## config.mk

```make
export PLATFORM = sky130hd
export DESIGN_NAME = cube_layer_driver
export DESIGN_NICKNAME = d
export VERILOG_FILES = /design/src/rtl/cube_layer_driver.sv
export SDC_FILE = /design/constraint.sdc
export NUM_CORES = 1
export LEC_CHECK = 0
export CAP_MARGIN = 5
export CORE_MARGIN = 2
export CORE_UTILIZATION = 49
export DETAILED_ROUTE_END_ITERATION = 10
export GPL_TIMING_DRIVEN = 0
export PLACE_DENSITY = 0.77
export SLEW_MARGIN = 20
export SYNTH_ARGS = -nofsm -noshare
export SYNTH_HDL_FRONTEND = slang
export SYNTH_SLANG_ARGS = --single-unit
```

## constraint.sdc

```tcl
create_clock -name Clk -period 31.1 [get_ports Clk]
set_input_delay 4.665 -clock Clk [delete_from_list [all_inputs] [get_ports Clk]]
set_output_delay 4.665 -clock Clk [all_outputs]
set_load 0.01 [all_outputs]
```

## src/rtl/cube_layer_driver.sv

```systemverilog
// cube_layer_driver: display back end for the 8x8x8 LED cube.
// Snapshots the 512-bit cell vector at the start of each frame, then for each
// layer shifts 64 column bits out serially, pulses the storage latch, and
// lights that layer for a fixed dwell time. FrameDone pulses after layer 7.

module cube_layer_driver #(
    parameter int unsigned CLK_DIV = 2,
    parameter int unsigned DWELL   = 4000
) (
    input  logic         Clk,
    input  logic         Reset,
    input  logic         Enable,
    input  logic [511:0] Cells,
    output logic         SerData,
    output logic         SerClk,
    output logic         Latch,
    output logic [7:0]   LayerSel,
    output logic         FrameDone
);

    localparam int unsigned DIV_W   = $clog2(CLK_DIV + 1);
    localparam int unsigned DWELL_W = $clog2(DWELL + 1);
    localparam logic [DIV_W-1:0]   DIV_LAST   = DIV_W'(CLK_DIV - 1);
    localparam logic [DWELL_W-1:0] DWELL_LAST = DWELL_W'(DWELL - 1);

    typedef enum logic [2:0] {
        S_IDLE,
        S_LOAD,
        S_SHIFT,
        S_LATCH,
        S_DWELL
    } state_t;

    state_t               state;
    logic [2:0]           layer;
    logic [511:0]         frame_buf;
    logic [63:0]          shift_reg;
    logic [5:0]           bit_cnt;
    logic [DIV_W-1:0]     div_cnt;
    logic [DWELL_W-1:0]   dwell_cnt;

    logic [511:0]         src;
    logic [63:0]          layer_bits;

    // Column bits of the current layer; layer 0 reads Cells directly because
    // frame_buf is only being captured in that same S_LOAD cycle.
    always_comb begin
        src        = (layer == 3'd0) ? Cells : frame_buf;
        layer_bits = '0;
        for (int unsigned z = 0; z < 8; z++) begin
            for (int unsigned x = 0; x < 8; x++) begin
                layer_bits[{z[2:0], x[2:0]}] = src[{z[2:0], layer, x[2:0]}];
            end
        end
    end

    // Scan state machine with registered outputs.
    always_ff @(posedge Clk) begin
        if (Reset) begin
            state     <= S_IDLE;
            layer     <= '0;
            bit_cnt   <= '0;
            div_cnt   <= '0;
            dwell_cnt <= '0;
            SerData   <= 1'b0;
            SerClk    <= 1'b0;
            Latch     <= 1'b0;
            LayerSel  <= '0;
            FrameDone <= 1'b0;
        end else begin
            FrameDone <= 1'b0;
            case (state)
                S_IDLE: begin
                    if (Enable) begin
                        layer <= '0;
                        state <= S_LOAD;
                    end
                end

                S_LOAD: begin
                    if (layer == 3'd0) begin
                        frame_buf <= Cells;
                    end
                    SerData   <= layer_bits[63];
                    shift_reg <= {layer_bits[62:0], 1'b0};
                    SerClk    <= 1'b0;
                    div_cnt   <= '0;
                    bit_cnt   <= '0;
                    state     <= S_SHIFT;
                end

                S_SHIFT: begin
                    if (div_cnt != DIV_LAST) begin
                        div_cnt <= div_cnt + DIV_W'(1);
                    end else begin
                        div_cnt <= '0;
                        if (!SerClk) begin
                            SerClk <= 1'b1;
                        end else if (bit_cnt == 6'd63) begin
                            SerClk <= 1'b0;
                            Latch  <= 1'b1;
                            state  <= S_LATCH;
                        end else begin
                            SerClk    <= 1'b0;
                            SerData   <= shift_reg[63];
                            shift_reg <= {shift_reg[62:0], 1'b0};
                            bit_cnt   <= bit_cnt + 6'd1;
                        end
                    end
                end

                S_LATCH: begin
                    if (div_cnt != DIV_LAST) begin
                        div_cnt <= div_cnt + DIV_W'(1);
                    end else begin
                        div_cnt   <= '0;
                        Latch     <= 1'b0;
                        LayerSel  <= 8'd1 << layer;
                        dwell_cnt <= '0;
                        state     <= S_DWELL;
                    end
                end

                S_DWELL: begin
                    if (dwell_cnt != DWELL_LAST) begin
                        dwell_cnt <= dwell_cnt + DWELL_W'(1);
                    end else begin
                        LayerSel  <= '0;
                        layer     <= layer + 3'd1;
                        FrameDone <= (layer == 3'd7);
                        state     <= Enable ? S_LOAD : S_IDLE;
                    end
                end

                default: begin
                    state <= S_IDLE;
                end
            endcase
        end
    end

endmodule

```

== Word level (Yosys, flattened, before mapping) ==
Cells that the tools add are included.

* Memory bits (writable): 0
* Output and inout port bits: 12
* Input port bits: 515
* Memories: 0
* Register bits after elaboration: 614
* Bits in latches: 0
* Bits in read-only memories: 0
* Logic and storage cells: 285

* Shift-type cells: 1
* Muxes and demuxes: 168
* Bitwise logic cells: 2
* Equal/unequal tests: 16
* $add $sub $neg: 4
* $mul: 0
* Magnitude comparators: 64
* Div/mod/pow operators: 0
* Reductions and logical operators: 18

{| class="wikitable"
|+ Operators with widths
! cell !! count
|-
| $mux 512 || 1
|-
| $lt 9x10->1 const B || 32
|-
| $bmux 1 s3 || 64
|-
| $mux 64 || 3
|-
| $lt 8x10->1 const B || 16
|-
| $pmux 64 s2 || 1
|-
| $lt 6x10->1 const B || 8
|-
| $lt 7x10->1 const B || 8
|-
| $mux 1 || 74
|-
| $mux 12 || 2
|-
| $mux 3 || 8
|-
| $pmux 12 s2 || 1
|-
| $mux 6 || 3
|-
| $mux 8 || 2
|-
| $ne 2x2->1 const B || 8
|-
| $pmux 8 s2 || 1
|-
| $pmux 3 s5 || 1
|-
| $add 12x1->12 const B || 1
|-
| $ne 12x12->1 const B || 1
|-
| $pmux 6 s2 || 1
|-
| $reduce_and 5->1 || 2
|-
| $reduce_bool 2->1 || 5
|-
| $reduce_and 3->1 || 3
|-
| $shl 1x3->8 const A || 1
|-
| 19 further kinds || 26
|}

== Longest topological paths before layout ==
Gate-level depths: netlist of run 1.

* Word-level depth: 5
* Gate-level depth with buffers: 10
* Depth with buffers taken out: 6

== Least setup slack after synthesis of run 1 ==
Ideal clock, no wire load.

* Kind: input to register
* From: input Reset
* To: register SerData
* Cell stages on the path: 3
* Path buffers: 0
* Arrival time: 29186 ps
* Library setup time: 153 ps
* Data required time: 30947 ps
* Setup slack: 1761 ps
* Cell sequence: nor2_1 > o311ai_0 > o22ai_1

{| class="wikitable"
|+ RTL lines
! what !! line !! source
|-
| start, declared || 11 || <nowiki>input logic Reset,</nowiki>
|-
| end signal, assigned || 84 || <nowiki>SerData <= layer_bits[63];</nowiki>
|-
| end signal, assigned || 105 || <nowiki>SerData <= shift_reg[63];</nowiki>
|-
| end, declared || 14 || <nowiki>output logic SerData,</nowiki>
|}

== Final worst setup path of run 1 ==
* From: input Reset
* To: register frame_buf[297], enable pin

* Word-level cells in the longest chain between the ends: 2

{| class="wikitable"
|+ Ends and longest elaborated chain
! what !! line !! source
|-
| $not 1->1 (no line) || -- ||
|-
| $reduce_and 2->1 (no line) || -- ||
|-
| end signal, assigned || 82 || <nowiki>frame_buf <= Cells;</nowiki>
|-
| end, declared || 36 || <nowiki>logic [511:0] frame_buf;</nowiki>
|}

No other way between the ends.
A chain may end at the register's enable or synchronous reset.

==> flow_summary_export.csv, run 1 <==
group,metric,value,unit
pwr,p_int,1.476,mW
timing,clock-skew-final,0.01517,ns
pwr,p_leak,15.17,nW
timing,fmax,0.1476,GHz
clock_tree,worstSkewPairLatency,0.60,ns
finish,nets,3387,
clock_tree,cts_setup_buffers,0,
worst_setup_path,critPathKind,"in2reg",
logic_synthesis,synth-edff-count,575,
timing,finalWorstSetupSlack,24.32,ns
logic_synthesis,synth_nets,2766,
pwr,pwr-share-seq,0.502,
logic_synthesis,synth-warning-count,0,
floorplan,coreArea,64230,sq um
timing,setup_viol,0,
worst_setup_path,setup.worst_path.end_class,"register",
floorplan,top_level_ports,527,
worst_setup_path,arrival,7.07,ns
logic_synthesis,synth-seq-cells,613,
logic_synthesis,synthXorXnorAreaFrac,0,
clock_tree,cts_buffers,69,
floorplan,chipHeight,258.4,microns
detailed_routing,wire_per_inst,25.36,microns
detailed_routing,final_antenna_net_count,0,
global_route,grt_max_degree,31,
finish,drive_above_1_share,0.2557,
timing,slew_viol_final,0,
timing,tightestPinTransition,1.047,ns
logic_synthesis,yosysUniqueCellTypes,55,
logic_synthesis,yosysSeqAreaShare,0.5686,
clock_tree,clk_pin_slew,0.06,ns
placed_design,dpl_cell_area,38630,sq um
global_route,grt_pass1_vias,23440,
detailed_routing,wl,96.41,mm
floorplan,start_util,0.4936,
logic_synthesis,synth_fa_ha_area_frac,0.003157,
finish,area_growth,28.53,%
timing,maxSlewHeadroom,0.3020,
logic_synthesis,synth_top_flop_cell,"edfxtp_1",
timing,fin_crit_sh,0.2179,
logic_synthesis,yosys.area.top_type,"edfxtp_1",
pwr,peakVddDrop,0.04183,mV
worst_setup_path,path_max_fanout,28,
logic_synthesis,synth.top_cell.area_share,0.5446,
pwr,p_per_area,46.18,nW/um^2
logic_synthesis,muxShareOfSynthArea,0.3035,
placed_design,place_hpwl,69.28,mm
global_route,grt_pass1_wl,141.6,mm
logic_synthesis,synth_compound_area_frac,0.06207,
worst_setup_path,worst-r2r-setup-slack,27.05,ns
global_route,antenna_found_initial,48,
job,drv_cap,0,
floorplan,die-area,66760,sq um
min_path,hp-class,"reg2reg",
finish,design_area,40750,sq um
finish,largest_register_ffs,512,
logic_synthesis,syn_inst,2243,
timing,grt_setup_unrepaired,"false",
clock_tree,cts_root_buffer,"clkbuf_16",
clock_tree,cts_tree,"done",
floorplan,fp.dieW,258.4,microns
status,status,"complete, no violations",
detailed_routing,drtIter0Drc,2008,
pwr,p_comb_frac,0.090,
clock_tree,cts_sinks,613,
placed_design,gp_congestion,0.8678,
worst_setup_path,start_kind,"primary input",
logic_synthesis,syn_area,31710,sq um
timing,period_minus_slack,6.777,ns
clock_tree,cts_max_path_buffers,3,
global_route,grt.total_usage,0.2782,
floorplan,row_count,93,
detailed_routing,vias_per_cell,5.970,
placed_design,dpl_worst_slack,23.74,ns
timing,hold_viol,0,
detailed_routing,first_pass_iters,7,
finish,utilization,0.6345,
detailed_routing,vias,22700,
pwr,p_sw_frac,0.2157,
placed_design,io_buffers,526,
logic_synthesis,async_flop_share,0,
clock_tree,htree_levels,3,
pwr,finalPower,1.882,mW
pwr,pwr-share-clk,0.408,
detailed_routing,route.detailed.drc,0,
logic_synthesis,syn_avg_cell_area,14.14,sq um
clock_tree,cts_resized,0,
pwr,p_switching,0.4060,mW
worst_setup_path,required,31.39,ns
clock_tree,cts_hold_buf,0,
global_route,overflow,0,
logic_synthesis,synth_area_leaders,"edfxtp_1 54%, mux2_2 18%, mux2i_1 12%",
logic_synthesis,synthSimpleGateAreaFrac,0.03630,
logic_synthesis,synth_top_family_by_area,"multiplexers",
-- critical path, cell delays in order --
cell and delay, ns:
clkdlybuf4s50_1 0.54, nor2_4 0.52, buf_16 0.25, buf_16 0.20
buf_12 0.21, buf_12 0.21, buf_16 0.20, buf_12 0.20
-- power groups by stage --
stage / logic [mW] / registers (mW) / clock network (mW)
3_3_place_gp: 0.152 / 0.993 / 0
3_5_place_dp: 0.166 / 0.962 / 0
4_1_cts: 0.167 / 0.945 / 0.778
2_1_floorplan: 0.0691 / 0.981 / 0
6_report: 0.169 / 0.945 / 0.768
5_1_grt: 0.179 / 0.947 / 0.808
-- cell usage in the layout, fill, tap and decap left out, types with 3 or more instances in the layout --
cell and instances:
nand4_1 9, edfxtp_1 575, and4_1 3, a21oi_1 86
o22ai_1 189, nor3_1 67, a2111o_1 8, clkbuf_1 78
buf_16 11, dfxtp_1 38, clkdlybuf4s50_1 526, or2_2 3
inv_1 8, or3b_2 3, clkinv_1 11, buf_12 13
nand2b_1 4, diode_2 37, nand2_1 22, ha_1 8
mux2_2 514, clkbuf_16 69, bufinv_16 3, or3_1 5
o21ai_0 8, buf_2 95, clkinv_2 8, nor2_1 69
o2111ai_1 9, mux2i_1 381, nand3_1 25, buf_1 9
buf_6 5
-- final timing paths --
kind,from,endpoint,cells past startpoint
setup / recovery,Reset,frame_buf[297]$_DFFE_PP_,8
hold / removal,LayerSel[2]$_SDFFE_PP0P_,LayerSel[2]$_SDFFE_PP0P_,2
setup reg to reg,layer[1]$_SDFFE_PP0P_,shift_reg[7]$_DFFE_PP_,10
hold reg to reg,LayerSel[2]$_SDFFE_PP0P_,LayerSel[2]$_SDFFE_PP0P_,2
-- final cells by class --
type | count | area [sq um]
fill | 4783 | 23480
tap | 855 | 1070
sequential | 613 | 18030
inverter | 8 | 30.03
antenna | 37 | 92.59
multi-input combinational | 1451 | 12860
timing repair buffer | 550 | 5828
buffer | 171 | 808.3
clock buffer | 91 | 1829
clock inverter | 26 | 206.4
-- layer usage --
layer / vias to the layer above / wire (microns) / track usage
li1: 10180 / - / -
met1: 11310 / 38450 / 0.3461
met2: 968 / 46490 / 0.4572
met3: 226 / 7342 / 0.06240
met4: 22 / 3971 / 0.1410
met5: - / 160 / 0
-- cell families after synthesis --
kind of cell             after synthesis
multiplexers                         896
AND/OR/NAND/NOR                      231
flip-flops                           613
AO/OA/AOI/OAI                        316
buffers and inverters                179
adder cells (fa/ha/maj)                8
-- through the flow --
stage | TNS [ns] | std cells | hold slack (ns)
2_1_floorplan | 0 | 2243 | 0.4421
3_3_place_gp | -2857.04 | 3624 | 0.4537
3_5_place_dp | 0 | 3648 | 0.4602
4_1_cts | 0 | 3765 | 0.4691
5_1_grt | 0 | 3798 | 0.4960
6_report | 0 | 3802 | 0.4700
-- synthesized netlist by cell type (3+ instances only) --
cell type,count
or3_1,5
nand4_1,9
nor3_1,67
mux2_2,514
edfxtp_1,575
or3b_2,3
o21ai_0,8
inv_1,8
nand2b_1,4
buf_2,94
mux2i_1,381
and4_1,3
nor2_1,70
nand2_1,22
a21oi_1,87
dfxtp_1,38
clkbuf_1,59
a2111o_1,8
buf_6,5
buf_1,10
nand3_1,25
o2111ai_1,9
ha_1,8
o22ai_1,189
or2_2,3
Note: power is estimated with default switching activity, not from simulation.
==> run 2: changes to the inputs <==
- CORE_UTILIZATION: 49 -> 54
- PLACE_DENSITY: 0.77 -> 0.81
- clock period: 31.1 -> 6.9 ns (I/O delays scaled with it)
==> run 2 against run 1 <==
Net effect: critical path depth grew 2; combinational power grew to 4.5 times the previous value; utilization grew 6.9 points; register-to-register slack lost 24 ns; die area shrank 9.1%; cell count shrank 2.2%; global-route usage grew 2.8 points; power grew to 4.5 times the previous value; largest power group unchanged; clock power grew to 4.5 times the previous value; design area is essentially flat; highest routed layer unchanged; non-clock buffer count grew 1.
==> flow_summary_export.csv, run 2 (synthesized netlist as in run 1, its figures left out) <==
group,metric,value,unit
pwr,peakVddDrop,0.1764,mV
clock_tree,cts_tree,"done",
global_route,grt_pass1_vias,23620,
worst_setup_path,setup.worst_path.end_class,"register",
placed_design,dpl_worst_slack,3.155,ns
job,drv_cap,0,
global_route,overflow,0,
clock_tree,cts_buffers,68,
worst_setup_path,path_buf_inv,5,
worst_setup_path,critPathKind,"reg2reg",
detailed_routing,route.detailed.drc,0,
global_route,grt_max_degree,30,
clock_tree,cts_root_buffer,"clkbuf_16",
detailed_routing,wire_per_inst,25.92,microns
finish,drive_above_1_share,0.2563,
timing,fin_crit_sh,0.5464,
worst_setup_path,path_max_fanout,11,
detailed_routing,wl,96.41,mm
floorplan,top_level_ports,527,
floorplan,coreArea,57920,sq um
floorplan,chipHeight,246.3,microns
global_route,grt_pass1_wl,140.6,mm
global_route,antenna_found_initial,51,
min_path,hp-class,"reg2reg",
timing,finalWorstSetupSlack,3.130,ns
clock_tree,clk_pin_slew,0.06,ns
finish,layout_common_cells,"575 x edfxtp_1, 526 x clkdlybuf4s50_1, 514 x mux2_2",
global_route,grt.total_usage,0.3067,
timing,maxSlewHeadroom,0.2991,
worst_setup_path,slowest_delay,0.70,ns
floorplan,start_util,0.5475,
detailed_routing,vias,23030,
floorplan,die-area,60670,sq um
clock_tree,cts_setup_buffers,0,
detailed_routing,drtIter0Drc,1891,
clock_tree,cts_resized,0,
clock_tree,cts_max_path_buffers,3,
timing,fin_hold_ws,0.4718,ns
detailed_routing,vias_per_cell,6.193,
worst_setup_path,start_kind,"register",
finish,multiInputGateArea,12860,sq um
finish,largest_register_ffs,512,
finish,nFillCells,3996,
timing,period_minus_slack,3.770,ns
clock_tree,cts_sinks,613,
worst_setup_path,crit_chain,"buf_2, inv_1, ha_1, buf_2, clkbuf_1, buf_2, mux2i_1, o22ai_1, nor3_1, a21oi_1",
worst_setup_path,path_delay_family,"buffers and inverters",
timing,slew_viol_final,0,
pwr,p_per_area,208.6,nW/um^2
floorplan,row_count,88,
clock_tree,htree_levels,3,
clock_tree,worstSkewPairLatency,0.60,ns
worst_setup_path,required,7.22,ns
worst_setup_path,slowest_stage,"clkbuf_1",
pwr,p_leak,15.21,nW
clock_tree,cts_hold_buf,0,
detailed_routing,final_antenna_net_count,0,
timing,fmax,0.2652,GHz
finish,layout_commonest_cell,"edfxtp_1",
timing,tightestPinTransition,1.051,ns
worst_setup_path,arrival,4.09,ns
timing,hold_viol,0,
placed_design,place_hpwl,68.95,mm
detailed_routing,first_pass_iters,5,
timing,setup_viol,0,
placed_design,gp_congestion,0.8667,
timing,clock-skew-final,0.01961,ns
placed_design,io_buffers,526,
worst_setup_path,crit_top_cell,"buf_2",
pwr,finalPower,8.494,mW
timing,grt_setup_unrepaired,"false",
finish,nets,3387,
status,status,"complete, no violations",
finish,area_growth,28.43,%
finish,seq_area,18030,sq um
floorplan,fp.dieW,246.3,microns
[run 2: cell count changes in the layout (fill, tap and decap cells not counted), sizes merged]
cell and delta:
diode +3, inv -1, clkinv +11, buf +1, clkbuf -7
[run 2: area by class of cell]
class	count	area share
plain buffers	171	0.01985
clock buffers	84	0.04508
multi-input cells	1451	0.3159
diodes	40	0.002458
repair buffers	551	0.1440
clock inverters	36	0.005746
inverters	8	0.0007374
flip-flops and latches	613	0.4427
well taps	765	0.02351
[run 2: final timing paths]
check | start | end | slack [ns] | depth (start not counted)
max reg2reg | layer[1]$_SDFFE_PP0P_ | shift_reg[6]$_DFFE_PP_ | 3.13 | 10
min | LayerSel[1]$_SDFFE_PP0P_ | LayerSel[1]$_SDFFE_PP0P_ | 0.47 | 2
max | layer[1]$_SDFFE_PP0P_ | shift_reg[6]$_DFFE_PP_ | 3.13 | 10
min reg2reg | LayerSel[1]$_SDFFE_PP0P_ | LayerSel[1]$_SDFFE_PP0P_ | 0.47 | 2
[run 2: through the flow]
stage	cell area (sq um)	utilization	std cells	setup TNS, ns
CTS	40620	0.7014	3679	0
finish	40720	0.7031	3719	0
floorplan	31710	-	2243	-1080.62
detailed placement	38550	0.6656	3559	0
global route	40710	0.7028	3713	0
global placement	37940	0.6550	3534	-2985.29
[run 2: metal layers]
metal | GRT usage | wire length [microns] | vias to the layer above | share of wire
met5 | 0 | 217 | - | 0.0023
met4 | 0.1417 | 3672 | 32 | 0.038
met3 | 0.06667 | 7791 | 210 | 0.081
met2 | 0.5113 | 47380 | 1078 | 0.49
met1 | 0.3816 | 37350 | 11540 | 0.39
li1 | - | - | 10170 | -
[run 2: worst register-to-register path, stage by stage, from the launching register on]
cell,delay [ns]
dfxtp_1,0.34
buf_2,0.27
inv_1,0.23
ha_1,0.21
buf_2,0.33
clkbuf_1,0.71
buf_2,0.55
mux2i_1,0.32
o22ai_1,0.13
nor3_1,0.30
a21oi_1,0.12
[run 2: report_power, final]
group / total [mW] / leakage, nW / internal, mW / switching, mW
clock: 3.47 / 1.02 / 1.99 / 1.47
sequential: 4.26 / 5.54 / 4.21 / 0.0506
combinational: 0.768 / 8.65 / 0.475 / 0.293
==> run 3: changes to the inputs <==
- clock period: 6.9 -> 3.8 ns (I/O delays scaled with it)
==> run 3 against run 2 <==
Net effect: cell count is 0.11% higher; die area stayed put; power is 84% higher; count of clock-buffer cells in the layout is 4 lower; sequential power is 81% higher; critical endpoint is now shift_reg[7]$_DFFE_PP_; global-route usage is 0.070 points lower; largest power group unchanged; worst setup slack worse by 2.7 ns; critical path type unchanged; register-to-register slack worse by 2.7 ns.
==> flow_summary_export.csv, run 3 (synthesized netlist as in run 1, its figures left out) <==
group,metric,value,unit
timing,fmax,0.2931,GHz
pwr,p_leak,15.24,nW
floorplan,chipHeight,246.3,microns
floorplan,row_count,88,
clock_tree,cts_buffers,69,
clock_tree,worstSkewPairLatency,0.61,ns
placed_design,gp_congestion,0.8749,
finish,fin_cells,3723,
floorplan,fp.dieW,246.3,microns
finish,design_area,40800,sq um
worst_setup_path,path_max_fanout,10,
worst_setup_path,arrival,3.74,ns
global_route,grt_pass1_wl,140.0,mm
floorplan,die-area,60670,sq um
finish,area_growth,28.67,%
detailed_routing,route.detailed.drc,0,
clock_tree,cts_root_buffer,"clkbuf_16",
status,status,"complete, no violations",
floorplan,coreArea,57920,sq um
pwr,finalPower,15.63,mW
worst_setup_path,critPathKind,"reg2reg",
clock_tree,cts_max_path_buffers,3,
timing,clock-skew-final,0.01975,ns
timing,tightestPinTransition,1.109,ns
timing,setup_viol,0,
finish,drive_above_1_share,0.2580,
placed_design,io_buffers,526,
global_route,grt.total_usage,0.3060,
timing,fin_hold_ws,0.4689,ns
placed_design,place_hpwl,69.19,mm
placed_design,dpl_cell_area,38550,sq um
floorplan,top_level_ports,527,
placed_design,dp.cells,3559,
clock_tree,cts_tree,"done",
finish,layout_common_cells,"575 x edfxtp_1, 526 x clkdlybuf4s50_1, 514 x mux2_2",
finish,largest_register_ffs,512,
timing,fin_crit_sh,0.8980,
finish,nets,3388,
timing,grt_setup_unrepaired,"false",
detailed_routing,wl,96.06,mm
detailed_routing,vias,23070,
clock_tree,cts_setup_buffers,0,
pwr,peakVddDrop,0.4193,mV
detailed_routing,final_antenna_net_count,0,
floorplan,start_util,0.5475,
worst_setup_path,start_kind,"register",
detailed_routing,vias_per_cell,6.196,
global_route,antenna_found_initial,60,
clock_tree,clk_pin_slew,0.06,ns
min_path,hp-class,"reg2reg",
detailed_routing,first_pass_iters,5,
detailed_routing,wire_per_inst,25.80,microns
worst_setup_path,setup.worst_path.end_class,"register",
clock_tree,htree_levels,3,
timing,period_minus_slack,3.412,ns
worst_setup_path,reg2regPathDepth,10,
min_path,holdPathStages,2,
worst_setup_path,required,4.12,ns
global_route,grt_max_degree,30,
detailed_routing,drtIter0Drc,2259,
timing,maxSlewHeadroom,0.2605,
timing,hold_viol,0,
pwr,p_per_area,383.0,nW/um^2
finish,layout_commonest_cell,"edfxtp_1",
clock_tree,cts_sinks,613,
timing,slew_viol_final,0,
job,drv_cap,0,
global_route,grt_pass1_vias,23650,
worst_setup_path,worst-r2r-setup-slack,0.39,ns
global_route,overflow,0,
-- run 3: cell count changes in the layout (fill, tap and decap cells not counted), sizes merged --
cell / previous run / this run
clkinv: 32 / 31
bufinv: 3 / 5
clkbuf: 144 / 140
inv: 9 / 13
diode: 40 / 43
-- run 3: metrics by stage --
stage            util   TNS, ns  setup WS, ns
2_1_floorplan       -  -2608.23        -5.937
3_3_place_gp   0.6552  -4406.49        -9.984
3_5_place_dp   0.6657         0        0.1551
4_1_cts        0.7025         0        0.1094
5_1_grt        0.7044         0        0.1967
6_report       0.7044         0        0.3877
-- run 3: final timing paths --
path,to,from
worst min-delay path,LayerSel[3]$_SDFFE_PP0P_,LayerSel[3]$_SDFFE_PP0P_
worst max-delay path,shift_reg[7]$_DFFE_PP_,layer[1]$_SDFFE_PP0P_
worst min register to register,LayerSel[3]$_SDFFE_PP0P_,LayerSel[3]$_SDFFE_PP0P_
worst max register to register,shift_reg[7]$_DFFE_PP_,layer[1]$_SDFFE_PP0P_
-- run 3: where the power goes --
| group | leakage [nW] | internal, mW | switching, mW |
|---|---|---|---|
| Sequential | 5.54 | 7.64 | 0.0905 |
| Clock | 1.05 | 3.74 | 2.75 |
| Combinational | 8.65 | 0.863 | 0.532 |
| Total | 15.2 | 12.2 | 3.38 |
-- run 3: cell type report --
type                       instances  area (sq um)
buffer                           171         812.0
tap                              765         957.2
clock inverter                    41         322.8
clock buffer                      80          1810
timing repair buffer             551          5863
sequential                       613         18030
inverter                           8         30.03
fill                            4001         17120
multi-input combinational       1451         12860
antenna                           43         107.6
-- run 3: repair_timing --
action	in CTS	in global routing
setup endpoints to repair	0	12
hold buffers	0	0
resized for setup	0	3
-- run 3: worst max-delay path, stage by stage, from the launching register on --
cell	delay, ns
dfxtp_1	0.35
buf_2	0.27
inv_1	0.25
ha_1	0.22
buf_2	0.34
clkbuf_2	0.42
buf_2	0.44
mux2i_1	0.23
o22ai_1	0.10
nor3_1	0.37
a21oi_1	0.12
-- run 3: routing by layer --
metal / global-route usage / wire, microns / vias up
met3: 0.06667 / 7330 / 244
met5: 0 / 209 / -
met2: 0.4985 / 46770 / 1065
met1: 0.3813 / 37490 / 11560
li1: - / - / 10170
met4: 0.1651 / 4258 / 32
